[config.mk]
export PLATFORM = sky130hd
export DESIGN_NAME = core_seq_flat
export DESIGN_NICKNAME = d
export VERILOG_FILES = /design/src/rtl/core_pkg.sv /design/src/rtl/core_seq_if.sv /design/src/rtl/core_seq_timer.sv /design/src/rtl/core_seq.sv /design/src/flat_wrapper.sv
export SDC_FILE = /design/constraint.sdc
export NUM_CORES = 1
export LEC_CHECK = 0
export BUFFER_PORTS_ARGS = -buffer_cell sky130_fd_sc_hd__clkbuf_2
export CAP_MARGIN = 20
export CORE_ASPECT_RATIO = 0.7
export CORE_MARGIN = 1.5
export CORE_UTILIZATION = 35
export CTS_BUF_LIST = sky130_fd_sc_hd__clkbuf_2
export DETAILED_ROUTE_END_ITERATION = 7
export MAX_ROUTING_LAYER = met4
export PLACE_DENSITY_LB_ADDON = 0.05
export SLEW_MARGIN = 20
export SYNTH_ARGS = -nofsm -noshare
export SYNTH_HDL_FRONTEND = slang
export SYNTH_SLANG_ARGS = --single-unit
export TNS_END_PERCENT = 1
[constraint.sdc]
create_clock -name clk -period 6.7 [get_ports clk]
set_clock_uncertainty 0.1 [all_clocks]
set_input_delay 1.675 -clock clk [delete_from_list [all_inputs] [get_ports clk]]
set_output_delay 1.675 -clock clk [all_outputs]
set_load 0.05 [all_outputs]
[src/rtl/core_pkg.sv]
// -----------------------------------------------------------------------------
// core_pkg
// Shared definitions for the RV32 multi-cycle sequencer:
//   - seq_state_e : 3-bit encoding of the eight sequencer states
//   - RESET_PC    : address the core fetches first after reset
//   - DEFAULT_TIMEOUT : default bus wait limit in cycles
//   - is_wait_state / is_req_state : state classification helpers
// -----------------------------------------------------------------------------
package core_pkg;

    localparam logic [31:0] RESET_PC        = 32'h8000_0000;
    localparam int          DEFAULT_TIMEOUT = 255;

    typedef enum logic [2:0] {
        F_REQ  = 3'd0,
        F_RSP  = 3'd1,
        EXEC   = 3'd2,
        D_REQ  = 3'd3,
        D_RSP  = 3'd4,
        COMMIT = 3'd5,
        HALT   = 3'd6,
        ERR    = 3'd7
    } seq_state_e;

    // States that wait on the memory port and are guarded by the timeout
    function automatic logic is_wait_state(input seq_state_e st);
        logic wait_s;
        case (st)
            F_REQ, F_RSP, D_REQ, D_RSP: wait_s = 1'b1;
            default:                    wait_s = 1'b0;
        endcase
        return wait_s;
    endfunction

    // States that present a request on the memory port
    function automatic logic is_req_state(input seq_state_e st);
        logic req_s;
        case (st)
            F_REQ, D_REQ: req_s = 1'b1;
            default:      req_s = 1'b0;
        endcase
        return req_s;
    endfunction

endpackage

[src/rtl/core_seq_if.sv]
// -----------------------------------------------------------------------------
// core_seq_if
// Single shared valid/ready memory port used for both instruction fetch and
// data access.
//   mem_req/mem_addr/mem_wen/mem_wdata/mem_wmask : request from the sequencer
//   mem_ready  : request accepted this cycle
//   mem_rvalid : read data valid or write acknowledge
//   mem_rdata  : read data
// Modports: master = sequencer side, slave = memory side.
// -----------------------------------------------------------------------------
interface core_seq_if #(
    parameter int ADDR_W = 32,
    parameter int DATA_W = 32
) ();

    logic              mem_req;
    logic [ADDR_W-1:0] mem_addr;
    logic              mem_wen;
    logic [DATA_W-1:0] mem_wdata;
    logic [3:0]        mem_wmask;
    logic              mem_ready;
    logic              mem_rvalid;
    logic [DATA_W-1:0] mem_rdata;

    modport master (
        output mem_req, mem_addr, mem_wen, mem_wdata, mem_wmask,
        input  mem_ready, mem_rvalid, mem_rdata
    );

    modport slave (
        input  mem_req, mem_addr, mem_wen, mem_wdata, mem_wmask,
        output mem_ready, mem_rvalid, mem_rdata
    );

endinterface

[src/rtl/core_seq_timer.sv]
// -----------------------------------------------------------------------------
// seq_timer
// Wait counter for the sequencer's bus states.
//   clk, reset : clock, asynchronous active-low reset
//   clear      : reload the count with zero (takes priority over enable)
//   enable     : count one waited cycle
//   expire     : the current cycle is the TIMEOUT-th waited cycle
// The count saturates at TIMEOUT-1 so it never wraps back to a safe value.
// -----------------------------------------------------------------------------
module seq_timer
    import core_pkg::*;
#(
    parameter int TIMEOUT = DEFAULT_TIMEOUT
) (
    input  logic clk,
    input  logic reset,
    input  logic clear,
    input  logic enable,
    output logic expire
);

    localparam int              CNT_W = $clog2(TIMEOUT + 1);
    localparam logic [CNT_W-1:0] LAST = CNT_W'(TIMEOUT - 1);
    localparam logic [CNT_W-1:0] ONE  = CNT_W'(1);

    logic [CNT_W-1:0] count_r;

    // Wait-cycle counter with clear-on-entry and saturation at the last cycle
    always_ff @(posedge clk or negedge reset) begin
        if (!reset) begin
            count_r <= {CNT_W{1'b0}};
        end else if (clear) begin
            count_r <= {CNT_W{1'b0}};
        end else if (enable && (count_r != LAST)) begin
            count_r <= count_r + ONE;
        end else begin
            count_r <= count_r;
        end
    end

    assign expire = (count_r == LAST);

endmodule

[src/rtl/core_seq.sv]
// -----------------------------------------------------------------------------
// core_seq
// Multi-cycle sequencer for the RV32 datapath. Fetches an instruction over the
// shared memory port, optionally performs one data access for the core, then
// pulses commit so the core writes its PC and register file.
//   clk, reset      : clock, asynchronous active-low reset
//   pc              : current PC from the core
//   ist, ist_valid  : held instruction and its valid flag
//   commit          : one-cycle PC / register-file write enable
//   lsu_*           : data access request from decode (sampled in EXEC)
//   lsu_rdata       : registered load data
//   halt_req        : decoded ebreak (sampled in EXEC)
//   halted, err     : sticky halt and bus-timeout flags
//   mem             : shared memory port (master side)
// -----------------------------------------------------------------------------
module core_seq
    import core_pkg::*;
#(
    parameter int ADDR_W  = 32,
    parameter int DATA_W  = 32,
    parameter int TIMEOUT = DEFAULT_TIMEOUT
) (
    input  logic              clk,
    input  logic              reset,
    input  logic [ADDR_W-1:0] pc,
    output logic [DATA_W-1:0] ist,
    output logic              ist_valid,
    output logic              commit,
    input  logic              lsu_req,
    input  logic              lsu_wen,
    input  logic [ADDR_W-1:0] lsu_addr,
    input  logic [DATA_W-1:0] lsu_wdata,
    input  logic [3:0]        lsu_wmask,
    output logic [DATA_W-1:0] lsu_rdata,
    input  logic              halt_req,
    output logic              halted,
    output logic              err,
    core_seq_if.master        mem
);

    seq_state_e        state_r;
    seq_state_e        next_state_s;

    logic              mem_req_r;
    logic              commit_r;
    logic              halted_r;
    logic              err_r;
    logic [DATA_W-1:0] ist_r;
    logic              ist_valid_r;
    logic [DATA_W-1:0] lsu_rdata_r;

    logic [ADDR_W-1:0] req_addr_r;
    logic              req_wen_r;
    logic [DATA_W-1:0] req_wdata_r;
    logic [3:0]        req_wmask_r;

    logic              req_accept_s;
    logic              rsp_seen_s;
    logic              counting_s;
    logic              timeout_s;
    logic              load_req_s;
    logic              timer_clear_s;
    logic              timer_expire_s;
    logic [ADDR_W-1:0] mem_addr_s;

    // Handshake qualifiers and timeout condition for the current cycle
    always_comb begin
        req_accept_s = mem_req_r & mem.mem_ready;
        rsp_seen_s   = ((state_r == F_RSP) || (state_r == D_RSP)) & mem.mem_rvalid;
        // The first cycle out of reset sits in F_REQ with mem_req still low;
        // nothing is outstanding yet, so it does not count as waiting.
        counting_s   = is_wait_state(state_r) & ~((state_r == F_REQ) & ~mem_req_r);
        timeout_s    = counting_s & timer_expire_s;
        load_req_s   = (state_r == EXEC) & ~halt_req & lsu_req;
    end

    // Next-state decode; a handshake in the expiring cycle still wins over ERR
    always_comb begin
        next_state_s = state_r;
        case (state_r)
            F_REQ: begin
                if (req_accept_s)   next_state_s = F_RSP;
                else if (timeout_s) next_state_s = ERR;
                else                next_state_s = F_REQ;
            end
            F_RSP: begin
                if (rsp_seen_s)     next_state_s = EXEC;
                else if (timeout_s) next_state_s = ERR;
                else                next_state_s = F_RSP;
            end
            EXEC: begin
                if (halt_req)       next_state_s = HALT;
                else if (lsu_req)   next_state_s = D_REQ;
                else                next_state_s = COMMIT;
            end
            D_REQ: begin
                if (req_accept_s)   next_state_s = D_RSP;
                else if (timeout_s) next_state_s = ERR;
                else                next_state_s = D_REQ;
            end
            D_RSP: begin
                if (rsp_seen_s)     next_state_s = COMMIT;
                else if (timeout_s) next_state_s = ERR;
                else                next_state_s = D_RSP;
            end
            COMMIT:  next_state_s = F_REQ;
            HALT:    next_state_s = HALT;
            ERR:     next_state_s = ERR;
            default: next_state_s = ERR;
        endcase
    end

    // Any state change restarts the wait count for the state being entered
    always_comb begin
        timer_clear_s = (next_state_s != state_r);
    end

    seq_timer #(
        .TIMEOUT (TIMEOUT)
    ) u_timer (
        .clk    (clk),
        .reset  (reset),
        .clear  (timer_clear_s),
        .enable (counting_s),
        .expire (timer_expire_s)
    );

    // State register plus per-state flags decoded from the next state so they leave flops
    always_ff @(posedge clk or negedge reset) begin
        if (!reset) begin
            state_r   <= F_REQ;
            mem_req_r <= 1'b0;
            commit_r  <= 1'b0;
            halted_r  <= 1'b0;
            err_r     <= 1'b0;
        end else begin
            state_r   <= next_state_s;
            mem_req_r <= is_req_state(next_state_s);
            commit_r  <= (next_state_s == COMMIT);
            halted_r  <= (next_state_s == HALT);
            err_r     <= (next_state_s == ERR);
        end
    end

    // Instruction register: loaded only by the fetch response, invalidated on commit
    always_ff @(posedge clk or negedge reset) begin
        if (!reset) begin
            ist_r       <= {DATA_W{1'b0}};
            ist_valid_r <= 1'b0;
        end else if ((state_r == F_RSP) && rsp_seen_s) begin
            ist_r       <= mem.mem_rdata;
            ist_valid_r <= 1'b1;
        end else if (state_r == COMMIT) begin
            ist_r       <= ist_r;
            ist_valid_r <= 1'b0;
        end else begin
            ist_r       <= ist_r;
            ist_valid_r <= ist_valid_r;
        end
    end

    // Data request registers: captured in EXEC, write qualifiers dropped once the data phase ends
    always_ff @(posedge clk or negedge reset) begin
        if (!reset) begin
            req_addr_r  <= {ADDR_W{1'b0}};
            req_wen_r   <= 1'b0;
            req_wdata_r <= {DATA_W{1'b0}};
            req_wmask_r <= 4'b0000;
        end else if (load_req_s) begin
            req_addr_r  <= lsu_addr;
            req_wen_r   <= lsu_wen;
            req_wdata_r <= lsu_wdata;
            // Reads never carry byte enables
            req_wmask_r <= lsu_wen ? lsu_wmask : 4'b0000;
        end else if ((next_state_s != D_REQ) && (next_state_s != D_RSP)) begin
            req_addr_r  <= req_addr_r;
            req_wen_r   <= 1'b0;
            req_wdata_r <= req_wdata_r;
            req_wmask_r <= 4'b0000;
        end else begin
            req_addr_r  <= req_addr_r;
            req_wen_r   <= req_wen_r;
            req_wdata_r <= req_wdata_r;
            req_wmask_r <= req_wmask_r;
        end
    end

    // Load data register: updated only by a read response in the data phase
    always_ff @(posedge clk or negedge reset) begin
        if (!reset) begin
            lsu_rdata_r <= {DATA_W{1'b0}};
        end else if ((state_r == D_RSP) && rsp_seen_s && !req_wen_r) begin
            lsu_rdata_r <= mem.mem_rdata;
        end else begin
            lsu_rdata_r <= lsu_rdata_r;
        end
    end

    // Fetch address follows the core PC (stable until commit); the data phase uses the latched address
    always_comb begin
        mem_addr_s = pc;
        if (state_r == D_REQ) begin
            mem_addr_s = req_addr_r;
        end else begin
            mem_addr_s = pc;
        end
    end

    assign mem.mem_req   = mem_req_r;
    assign mem.mem_addr  = mem_addr_s;
    assign mem.mem_wen   = req_wen_r;
    assign mem.mem_wdata = req_wdata_r;
    assign mem.mem_wmask = req_wmask_r;

    assign ist       = ist_r;
    assign ist_valid = ist_valid_r;
    assign commit    = commit_r;
    assign lsu_rdata = lsu_rdata_r;
    assign halted    = halted_r;
    assign err       = err_r;

endmodule

[src/flat_wrapper.sv]
// flat-port wrapper written by rule: the top's interface ports become plain ports
module core_seq_flat import core_pkg::*;
#(
    parameter int ADDR_W  = 32,
    parameter int DATA_W  = 32,
    parameter int TIMEOUT = DEFAULT_TIMEOUT
)
  (clk, reset, pc, ist, ist_valid, commit, lsu_req, lsu_wen, lsu_addr, lsu_wdata, lsu_wmask, lsu_rdata, halt_req, halted, err, mem_mem_req, mem_mem_addr, mem_mem_wen, mem_mem_wdata, mem_mem_wmask, mem_mem_ready, mem_mem_rvalid, mem_mem_rdata);
  core_seq_if #(.ADDR_W(ADDR_W), .DATA_W(DATA_W)) mem_i ();
  input  logic clk;
  input  logic reset;
  input  logic [ADDR_W-1:0] pc;
  output logic [DATA_W-1:0] ist;
  output logic ist_valid;
  output logic commit;
  input  logic lsu_req;
  input  logic lsu_wen;
  input  logic [ADDR_W-1:0] lsu_addr;
  input  logic [DATA_W-1:0] lsu_wdata;
  input  logic [3:0] lsu_wmask;
  output logic [DATA_W-1:0] lsu_rdata;
  input  logic halt_req;
  output logic halted;
  output logic err;
  output wire logic [$bits(mem_i.mem_req)-1:0] mem_mem_req;
  output wire logic [$bits(mem_i.mem_addr)-1:0] mem_mem_addr;
  output wire logic [$bits(mem_i.mem_wen)-1:0] mem_mem_wen;
  output wire logic [$bits(mem_i.mem_wdata)-1:0] mem_mem_wdata;
  output wire logic [$bits(mem_i.mem_wmask)-1:0] mem_mem_wmask;
  input wire logic [$bits(mem_i.mem_ready)-1:0] mem_mem_ready;
  input wire logic [$bits(mem_i.mem_rvalid)-1:0] mem_mem_rvalid;
  input wire logic [$bits(mem_i.mem_rdata)-1:0] mem_mem_rdata;
  assign mem_mem_req = mem_i.mem_req;
  assign mem_mem_addr = mem_i.mem_addr;
  assign mem_mem_wen = mem_i.mem_wen;
  assign mem_mem_wdata = mem_i.mem_wdata;
  assign mem_mem_wmask = mem_i.mem_wmask;
  assign mem_i.mem_ready = mem_mem_ready;
  assign mem_i.mem_rvalid = mem_mem_rvalid;
  assign mem_i.mem_rdata = mem_mem_rdata;
  core_seq #(.ADDR_W(ADDR_W), .DATA_W(DATA_W), .TIMEOUT(TIMEOUT)) u_core (.clk(clk), .reset(reset), .pc(pc), .ist(ist), .ist_valid(ist_valid), .commit(commit), .lsu_req(lsu_req), .lsu_wen(lsu_wen), .lsu_addr(lsu_addr), .lsu_wdata(lsu_wdata), .lsu_wmask(lsu_wmask), .lsu_rdata(lsu_rdata), .halt_req(halt_req), .halted(halted), .err(err), .mem(mem_i));
endmodule
==> summary.md, run 1 <==
| Metric | Value |
|---|---|
| Setup TNS | `0 ns` |
| RSZ-0062 raised after global routing | `false` |
| Main combinational cell family by area after synthesis | `multiplexers` |
| Syn nets | `~700` |
| Buffers on Ports | `~280` |
| Max-slew violation count | `0` |
| FP Rows | `40` |
| Hold bufs inserted after CTS | `0` |
| Mean routed wirelength per cell | `approximately 16 um` |
| Adder-Cell Fraction of Synth Area | `0.00397` |
| DRT iter0 DRCs | `roughly 240` |
| Synth Area per Inst | `11.3 um^2` |
| Hold Violations, Final | `0` |
| Xor/xnor share of the synthesized area | `0.0111` |
| Yosys Warn Count | `0` |
| Post-synth cell types | `47` |
| Seq pwr share | `0.342` |
| Resize count post-CTS | `0` |
| Status | `complete, no violations` |
| Vias in the first global route | `just under 5k` |
| Combinational power share | `0.537` |
| Synthesized area | `6310 um^2` |
| Seq/Total Area, Yosys | `0.591` |
| Layout cells sized above 1 | `0.504` |
| Pwr dens | `545 nW/um^2` |
| GR met2 Demand/Resource | `0.265` |
| Yosys reg bits | `~150` |
| Number of flops mapped to enable cells by yosys | `0` |
| Crit path DAT | `between 2 and 3 ns` |
| Fin crit period | `approximately 4.4 ns` |
| Max incr delay on CP | `~0.68 ns` |
| H-Tree Depth | `4` |
| Reg clk slew, reported paths | `~0.22 ns` |
| # IOs | `around 280` |
| Ys async rst share | `1.00` |
| Die area | `about 19000 um^2` |
| Clock Latency Late Sink | `between 0.6 and 0.7 ns` |
| Peak VDD IR | `337 uV` |
| Die height | `approximately 120 um` |
| Clk buf depth | `2` |
| DRT Pass-1 Iters | `4` |
| Grt met1 use | `0.252` |
| Initial antenna violation count | `0` |
| Slew headroom | `0.336` |
| Worst path cell trace | `nor2b_2 > nand2_1 > buf_4 > mux2_2 > clkbuf_2` |
| M3 GR Usage | `0.0566` |
| Multi-input logic area | `around 2400 um^2` |
| Synth Area in Compound Gates | `0.0343` |
| Yosys top cell by area | `dfrtp_1` |
| Setup CP Type | `register to output port` |
| Final setup viols | `0` |
| Clock power share | `0.121` |
| Number of CTS-inserted buffers | `17` |
| Simple-gate share of the synthesized area | `0.161` |
| Nets | `between 900 and 1k` |
| Worst setup SP type | `register` |
| Synth Flop Type | `dfrtp_1` |
| Die width | `approximately 160 um` |
| Hpwl dp | `approximately 12000 um` |
| Core area | `17400 um^2` |
| Cells taking the most area after synthesis | `dfrtp_1, mux2_2, nand2_1` |
| First-pass GRT wire length | `between 20000 and 30000 um` |
| Vias per cell | `4.62` |
| Initial Util | `0.362` |
| Antenna diode count | `0` |
| Gpl congestion | `between 0.8 and 0.9` |
| Sequential standard cell area | `3730 um^2` |
| Routed Antenna Nets | `0` |
| CP delay by family, top | `flip-flops` |
| Clk sinks | `roughly 150` |
| WL final | `~17000 um` |
| CP max-delay cell | `dfrtp_1` |
| Switch Pwr | `about 2.3 mW` |
| Buf/Inv on CP | `2` |
| Worst Setup End Kind | `output port` |
| Max-cap violations | `0` |
| Proportion of synthesized area in mux cells | `0.174` |
| Crit share post-route | `0.649` |
| GRT Total Usage | `0.184` |
| Crit path max fanout | `32` |
| CTS tree | `yes` |
| Fmax | `roughly 230 MHz` |
| LEAKAGE | `4.38 nW` |
| Pwr Total | `4.45 mW` |
| P_int | `around 2.1 mW` |
| Number of fillers in the final layout | `approximately 1.7k` |
| Worst-Margin Slew | `0.996 ns` |
| CTS Root Cell | `clkbuf_2` |
| Gate Count Post-Synth | `560` |
| Vias | `4981` |
| Switching share of total power | `0.522` |
| Area delta synth->final | `29.4%` |
| Crit path required time | `4.93 ns` |
| Hold/Removal Path Class | `register to register` |
| Total grt overflow | `0` |
| Final routed DRC violation total | `0` |
| Setup bufs post-CTS | `0` |
| Most Crowded Layer GR | `met2` |
| Largest net degree at the start of global routing | `103` |
| Share of the synthesized area in the top cell type | `0.591` |
[per-layer routing]
| layer | vias to the layer above | wire length, um | share of wire |
|---|---|---|---|
| met3 | 8 | 1180 | 0.070 |
| met5 | - | 0 | 0 |
| met2 | 164 | 7500 | 0.45 |
| met1 | 2399 | 7970 | 0.47 |
| met4 | 0 | 140 | 0.0083 |
| li1 | 2410 | - | - |
[area by class of cell]
class / count / area share
clock buffer: 20 / 0.0123
clock inverter: 12 / 0.0190
multi-input combinational: 379 / 0.299
sequential: 149 / 0.457
timing repair buffer: 281 / 0.175
tap: 231 / 0.0354
inverter: 6 / 0.00276
[cell usage in the layout, fill, tap and decap left out, types with 2 or more instances in the layout]
cell type and n:
xnor2_1 3, or2_1 2, a32o_2 4, nand2_1 201
clkinvlp_4 4, nor2_1 16, nor2b_2 2, bufinv_16 3
nor3_1 2, nand3_1 4, a31oi_1 2, a21oi_1 5
clkinv_4 2, nand4_1 2, nand2b_1 2, clkbuf_2 295
mux2_2 96, inv_1 6, nand2_2 2, ha_1 2
buf_4 5, and4_1 2, o22ai_1 3, xor2_1 5
dfrtp_1 149
[synthesized netlist by cell type, drive strengths merged, types with 2 or more instances]
master and instances:
a21oi 5, a31oi 3, a32o 4, and3 2
and4 2, buf 12, clkbuf 14, dfrtp 149
ha 2, inv 6, mux2 97, nand2 203
nand2b 2, nand3 4, nand4 3, nor2 17
nor2b 3, nor3 3, o22ai 3, o311ai 2
or2 2, xnor2 3, xor2 5
[kinds of logic (layout without fill, tap and decap cells)]
logic type / after synthesis / in the layout
AO/OA/AOI/OAI: 25 / 25
XOR/XNOR: 8 / 8
adder cells (fa/ha/maj): 2 / 2
buffers and inverters: 32 / 319
flip-flops: 149 / 149
multiplexers: 97 / 97
AND/OR/NAND/NOR: 247 / 247
[stage by stage]
step	cells	util	hold slack, ns	setup WS, ns	area [um^2]
after floorplan	560	-	0.342	2.88	6310
after detailed placement	1046	0.454	0.364	2.65	7900
after global placement	1046	0.454	0.357	2.63	7900
after CTS	1078	0.468	0.408	2.23	8160
final	1078	0.468	0.402	2.35	8160
after global routing	1078	0.468	0.432	2.10	8160
[final timing paths]
path,endpoint,slack [ns],start,depth (start not counted)
min reg2reg,u_core.mem.mem_wdata[4],0.40,u_core.mem.mem_wdata[4],2
min in group asynchronous,u_core.req_addr_r[18],0.91,reset,1
max in group asynchronous,u_core.halted,4.28,reset,2
min,u_core.mem.mem_wdata[4],0.40,u_core.mem.mem_wdata[4],2
max reg2reg,u_core.mem.mem_wmask[2],4.15,u_core.u_timer.count_r[0],10
max,mem_mem_addr[28],2.35,u_core.state_r[2],5
[sequential cells by signal (all words and copies together) (netlist names)]
| signal | flops |
|---|---|
| u_core.ist_valid | 1 |
| u_core.lsu_rdata | 32 |
| u_core.u_timer.count_r | 8 |
| u_core.mem.mem_wen | 1 |
| u_core.err | 1 |
| u_core.ist | 32 |
| u_core.mem.mem_req | 1 |
| u_core.mem.mem_wdata | 32 |
| u_core.halted | 1 |
| u_core.req_addr_r | 32 |
| u_core.mem.mem_wmask | 4 |
| u_core.commit | 1 |
| u_core.state_r | 3 |
[tightest hold or removal path, cell delays in order (launching register included)]
cell and delay (ns):
dfrtp_1 0.39, nand2_1 0.05, nand2_1 0.05
[power by group through the flow]
stage	Sequential, mW	Combinational [mW]	Clock, mW
2_1_floorplan	2.50	0.855	0
3_3_place_gp	1.53	2.39	0
3_5_place_dp	1.54	2.41	0
4_1_cts	1.52	2.41	0.565
5_1_grt	1.57	2.53	0.599
6_report	1.52	2.39	0.536
(Power assumes the default switching activity.)
==> inputs of run 2 (changes only) <==
==> constraint.sdc (replaced) <==
create_clock -name clk -period 3.7 [get_ports clk]
set_clock_uncertainty 0.1 [all_clocks]
set_input_delay 0.925 -clock clk [delete_from_list [all_inputs] [get_ports clk]]
set_output_delay 0.925 -clock clk [all_outputs]
set_load 0.05 [all_outputs]
==> run 2 against run 1 <==
  * Sequential power rose by 82%
  * Die area did not move
  * Total power rose by 81%
  * Hold slack got worse by 0.11 ns
  * Critical endpoint unchanged
==> summary.md, run 2 (same netlist as run 1, synthesis figures left out) <==
| Metric | Value |
|---|---|
| First-pass GRT wire length | `roughly 26000 um` |
| Hold Violations, Final | `0` |
| Vias in the first global route | `slightly below 5k` |
| Clk sinks | `149` |
| DRT iter0 DRCs | `222` |
| Buffers on Ports | `about 280` |
| RSZ-0062 raised after global routing | `false` |
| FP Rows | `40` |
| Layout cells sized above 1 | `0.505` |
| Max-slew violation count | `0` |
| Core area | `~17000 um^2` |
| Crit path DAT | `between 2 and 2.5 ns` |
| Antenna diode count | `0` |
| Initial antenna violation count | `0` |
| Routed length on met1 | `just over 8000 um` |
| Setup CP Type | `register to output port` |
| Gpl congestion | `between 0.8 and 0.9` |
| Routed Antenna Nets | `0` |
| CTS tree | `yes` |
| Number of fillers in the final layout | `approximately 1.7k` |
| CP max-delay cell | `dfrtp_1` |
| Worst-Margin Slew | `between 0.6 and 0.7 ns` |
| Highest routed layer | `met4` |
| Die width | `roughly 160 um` |
| Pwr dens | `a little under 1000 nW/um^2` |
| Setup TNS | `0 ns` |
| Setup crit start | `u_core.state_r[0]` |
| Peak VDD IR | `~560 uV` |
| Worst Setup End Kind | `output port` |
| Initial Util | `0.362` |
| Area delta synth->final | `30.2%` |
| Mean routed wirelength per cell | `roughly 16 um` |
| CP delay by family, top | `flip-flops` |
| Sequential standard cell area | `approximately 3700 um^2` |
| Hpwl dp | `12700 um` |
| Leading cell type in the layout, fill and taps excluded | `clkbuf_2` |
| Die area | `18800 um^2` |
| Reg2reg end | `u_core.mem.mem_wmask[3]` |
| Vias per cell | `roughly 4.6` |
| Buf/Inv on CP | `2` |
| GRT Total Usage | `0.189` |
| Final routed DRC violation total | `0` |
| Status | `complete, no violations` |
| Crit share post-route | `0.938` |
| Largest net degree at the start of global routing | `about 70` |
| WL final | `16900 um` |
| Die height | `between 100 and 150 um` |
| Fin crit period | `about 3.5 ns` |
| DRT Pass-1 Iters | `4` |
| Worst path cell trace | `nor2b_2 > nand2_1 > buf_6 > mux2_2 > clkbuf_2` |
| Worst reg2reg setup slack | `around 1.2 ns` |
| WL met2 | `approximately 7400 um` |
| LEAKAGE | `about 4.4 nW` |
| Most frequent cells in the layout | `clkbuf_2, nand2_1, dfrtp_1` |
| Hold/Removal Path Class | `primary input to register` |
| Clock Latency Late Sink | `between 0.6 and 0.7 ns` |
| Launching point of the worst reg2reg path | `u_core.u_timer.count_r[0]` |
| Slew headroom | `0.547` |
| Multi-input logic area | `2440 um^2` |
| Worst setup SP type | `register` |
| Max-cap violations | `0` |
| Vias | `between 4k and 5k` |
| Total grt overflow | `0` |
| H-Tree Depth | `4` |
| Hold Slack | `about 0.3 ns` |
| Number of CTS-inserted buffers | `17` |
| Levels on crit path | `5` |
| Nets | `between 900 and 1k` |
| Crit path required time | `roughly 2.7 ns` |
| Reg clk slew, reported paths | `roughly 0.25 ns` |
| Fmax | `a little under 300 MHz` |
| # IOs | `around 280` |
| Max incr delay on CP | `0.54 ns` |
| Clk buf depth | `2` |
| Worst Setup EP | `mem_mem_addr[28]` |
| CTS Root Cell | `clkbuf_2` |
| Wire length on met3 | `1200 um` |
| Crit path max fanout | `32` |
| Final setup viols | `0` |
| Setup bufs post-CTS | `0` |
| Worst reg-to-reg path cell count | `10` |
==> run 2: changes by cell type in the layout (fill, tap and decap cells not counted), sizes merged <==
cell and change:
bufinv -1, buf +2, inv +7, clkbuf -3, clkinvlp -3, dlygate4sd3 +1
==> run 2: layer usage <==
| metal | up-vias | track usage |
|---|---|---|
| met3 | 12 | 0.0574 |
| li1 | 2418 | - |
| met2 | 180 | 0.272 |
| met4 | 0 | 0.0428 |
| met5 | - | - |
| met1 | 2343 | 0.260 |
==> run 2: tightest hold or removal path: stages <==
cell      delay, ns
clkbuf_2       0.08
nand2_1        0.04
nand2_1        0.04
==> run 2: where the power goes <==
group          total (mW)  leakage [nW]  internal, mW  switching [mW]
logic                4.34          2.40          1.16            3.18
clock network       0.957         0.149         0.328           0.629
registers            2.76          1.86          2.32           0.437
==> run 2: how the worst min path moves through the flow <==
stage,start,end,cells after the start
after floorplan,u_core.req_addr_r[0],u_core.req_addr_r[0],2
after global placement,u_core.mem.mem_wdata[31],u_core.mem.mem_wdata[31],2
after detailed placement,u_core.req_addr_r[0],u_core.req_addr_r[0],2
after CTS,reset,u_core.req_addr_r[18],1
after global routing,lsu_wdata[8],u_core.mem.mem_wdata[8],3
final,lsu_wdata[26],u_core.mem.mem_wdata[26],3
==> run 2: repair_timing <==
action                     4_1_cts  5_1_grt
setup endpoints to repair        0       32
hold buffers                     0        1
hold endpoints to repair         0        7
resized for setup                0        2
==> run 2: cell type report <==
class,count,share of cell area
clock inverter,15,0.0200
multi-input combinational,379,0.297
timing repair buffer,284,0.180
sequential,149,0.454
clock buffer,17,0.0104
tap,231,0.0352
inverter,6,0.00274
==> run 2: stage by stage <==
step	cells	utilization	power, mW	setup slack, ns	instance area, um^2
floorplan	560	-	6.07	1.16	6310
global placement	1048	0.456	7.12	0.937	7940
detailed placement	1048	0.456	7.17	0.869	7940
CTS	1080	0.470	8.15	0.0110	8190
global route	1081	0.471	8.55	0.00615	8210
finish	1081	0.471	8.05	0.229	8210
==> inputs of run 3 (changes only) <==
--- a/config.mk
+++ b/config.mk
@@ -11,7 +11,9 @@
 export CORE_MARGIN = 1.5
 export CORE_UTILIZATION = 35
 export CTS_BUF_LIST = sky130_fd_sc_hd__clkbuf_2
+export CTS_CLUSTER_SIZE = 16
 export DETAILED_ROUTE_END_ITERATION = 7
+export GPL_TIMING_DRIVEN = 0
 export MAX_ROUTING_LAYER = met4
 export PLACE_DENSITY_LB_ADDON = 0.05
 export SLEW_MARGIN = 20
==> run 3 against run 2 <==
  * Routed wire length grew 2.1%
  * Die area is the same
  * Hold slack lost 0.20 ns
  * Global-route usage grew 0.35 points
  * Cell area grew 0.61%
  * Critical endpoint is now mem_mem_addr[24]
==> summary.md, run 3 (same netlist as run 1, synthesis figures left out) <==
| Metric | Value |
|---|---|
| Launching point of the worst reg2reg path | `u_core.u_timer.count_r[0]` |
| Fin area | `8260 um^2` |
| Most frequent cells in the layout | `clkbuf_2, nand2_1, dfrtp_1` |
| Multi-input logic area | `approximately 2400 um^2` |
| Switch Pwr | `4.28 mW` |
| Fmax | `292 MHz` |
| Crit share post-route | `0.926` |
| Vias | `around 5.1k` |
| Core area | `~17000 um^2` |
| Reg2reg end | `u_core.mem.mem_wmask[3]` |
| P_int | `3.78 mW` |
| Total grt overflow | `0` |
| Switching share of total power | `0.531` |
| WL final | `approximately 17000 um` |
| CTS Root Cell | `clkbuf_2` |
| Initial Util | `0.362` |
| Vias in the first global route | `5057` |
| Worst path cell trace | `nor2b_2 > nand2_2 > clkbuf_4 > mux2_2 > clkbuf_2` |
| Max incr delay on CP | `approximately 0.45 ns` |
| Worst reg-to-reg path cell count | `10` |
| Levels on crit path | `5` |
| Hold bufs inserted after CTS | `0` |
| GRT Total Usage | `0.192` |
| First-pass GRT wire length | `26600 um` |
| Die width | `between 150 and 200 um` |
| LEAKAGE | `roughly 4.4 nW` |
| Final routed DRC violation total | `0` |
| FP Rows | `40` |
| Nets | `roughly 1000` |
| Slew headroom | `0.465` |
| Routed Antenna Nets | `0` |
| Setup CP Type | `register to output port` |
| Fin crit period | `around 3.4 ns` |
| Gpl congestion | `roughly 0.84` |
| RSZ-0062 raised after global routing | `false` |
| H-Tree Depth | `4` |
| Largest net degree at the start of global routing | `84` |
| Hpwl dp | `13300 um` |
| Setup TNS | `0 ns` |
| Sequential standard cell area | `3730 um^2` |
| Pwr dens | `approximately 980 nW/um^2` |
| Placed cell count | `1068` |
| Buf/Inv on CP | `2` |
| Final setup viols | `0` |
| # IOs | `roughly 280` |
| Clock power share | `0.112` |
| DRT Pass-1 Iters | `7` |
| Leading cell type in the layout, fill and taps excluded | `clkbuf_2` |
| Setup bufs post-CTS | `0` |
| Combinational power share | `0.552` |
| Worst setup SP type | `register` |
| Hold Violations, Final | `0` |
| Dpl cell area | `roughly 8000 um^2` |
| Die height | `about 120 um` |
| Clock Latency Late Sink | `0.70 ns` |
| Clk buf depth | `2` |
| CP delay by family, top | `buffers and inverters` |
| Peak VDD IR | `~550 uV` |
| Number of fillers in the final layout | `between 1.5k and 2k` |
| Worst reg2reg setup slack | `1.15 ns` |
| Seq pwr share | `0.336` |
| Vias per cell | `roughly 4.6` |
| Final Non-Filler Cells | `between 1k and 1.5k` |
| Area delta synth->final | `31.0%` |
| Mean routed wirelength per cell | `15.7 um` |
| Crit path required time | `2.67 ns` |
| Hold/Removal Path Class | `primary input to asynchronous set/reset pin` |
| Pwr Total | `between 8 and 9 mW` |
| Antenna diode count | `0` |
| Max-slew violation count | `0` |
| Status | `complete, no violations` |
| Clk sinks | `between 100 and 150` |
| DRT iter0 DRCs | `around 260` |
| Number of CTS-inserted buffers | `17` |
| Buffers on Ports | `approximately 280` |
| Layout cells sized above 1 | `0.498` |
| CP max-delay cell | `dfrtp_1` |
| Crit path max fanout | `10` |
| Setup crit start | `u_core.state_r[0]` |
| Final worst slack | `0.275 ns` |
| Setup WS pre-CTS | `between 0.7 and 0.8 ns` |
| Worst Setup EP | `mem_mem_addr[24]` |
| Crit path DAT | `roughly 2.4 ns` |
| CTS tree | `yes` |
| Worst Setup End Kind | `output port` |
| Initial antenna violation count | `0` |
| Reg clk slew, reported paths | `roughly 0.22 ns` |
| Worst-Margin Slew | `~0.80 ns` |
| Max-cap violations | `0` |
| Die area | `18800 um^2` |
run 3: changes by cell type in the layout (fill, tap and decap cells not counted), sizes merged:
cell | previous run | this run
bufinv | 2 | 1
clkbuf | 292 | 311
buf | 8 | 10
clkinvlp | 1 | 6
inv | 14 | 13
clkinv | 4 | 0
dlygate4sd3 | 1 | 0
run 3: layout make-up:
type	count	share of cell area
Buffer	26	0.0174
Timing Repair Buffer	277	0.172
Inverter	6	0.00273
Tap cell	231	0.0350
Clock buffer	18	0.0109
Clock inverter	14	0.0171
Sequential cell	149	0.452
Multi-Input combinational cell	379	0.294
run 3: repair_timing:
action	4_1_cts	5_1_grt
pin swaps	0	0
setup endpoints to repair	30	30
gates resized for setup	3	4
run 3: worst min-delay path by stage:
stage,endpoint,depth (start not counted),slack [ns]
2_1_floorplan,u_core.req_addr_r[0],2,0.34
3_3_place_gp,u_core.req_addr_r[1],2,0.36
3_5_place_dp,u_core.req_addr_r[0],2,0.36
4_1_cts,u_core.req_addr_r[13],1,0.07
5_1_grt,u_core.lsu_rdata[29],1,0.04
6_report,u_core.req_addr_r[13],1,0.09
run 3: stage by stage:
| stage | hold slack, ns | utilization |
|---|---|---|
| finish | 0.0948 | 0.474 |
| detailed placement | 0.362 | 0.460 |
| floorplan | 0.342 | - |
| global route | 0.0369 | 0.474 |
| global placement | 0.358 | 0.458 |
| CTS | 0.0655 | 0.474 |
run 3: metal layers:
layer,vias to the layer above,track usage,part of all wire
met5,-,-,0
met4,0,0.0422,0.0052
li1,2458,-,-
met3,5,0.0563,0.076
met1,2419,0.252,0.46
met2,189,0.295,0.46
run 3: power groups by stage:
stage / Sequential, mW / Clock (mW) / Combinational [mW]
floorplan: 4.52 / 0 / 1.55
global placement: 2.72 / 0 / 4.43
detailed placement: 2.75 / 0 / 4.47
CTS: 2.71 / 0.948 / 4.49
global route: 2.80 / 1.02 / 4.72
finish: 2.71 / 0.907 / 4.45
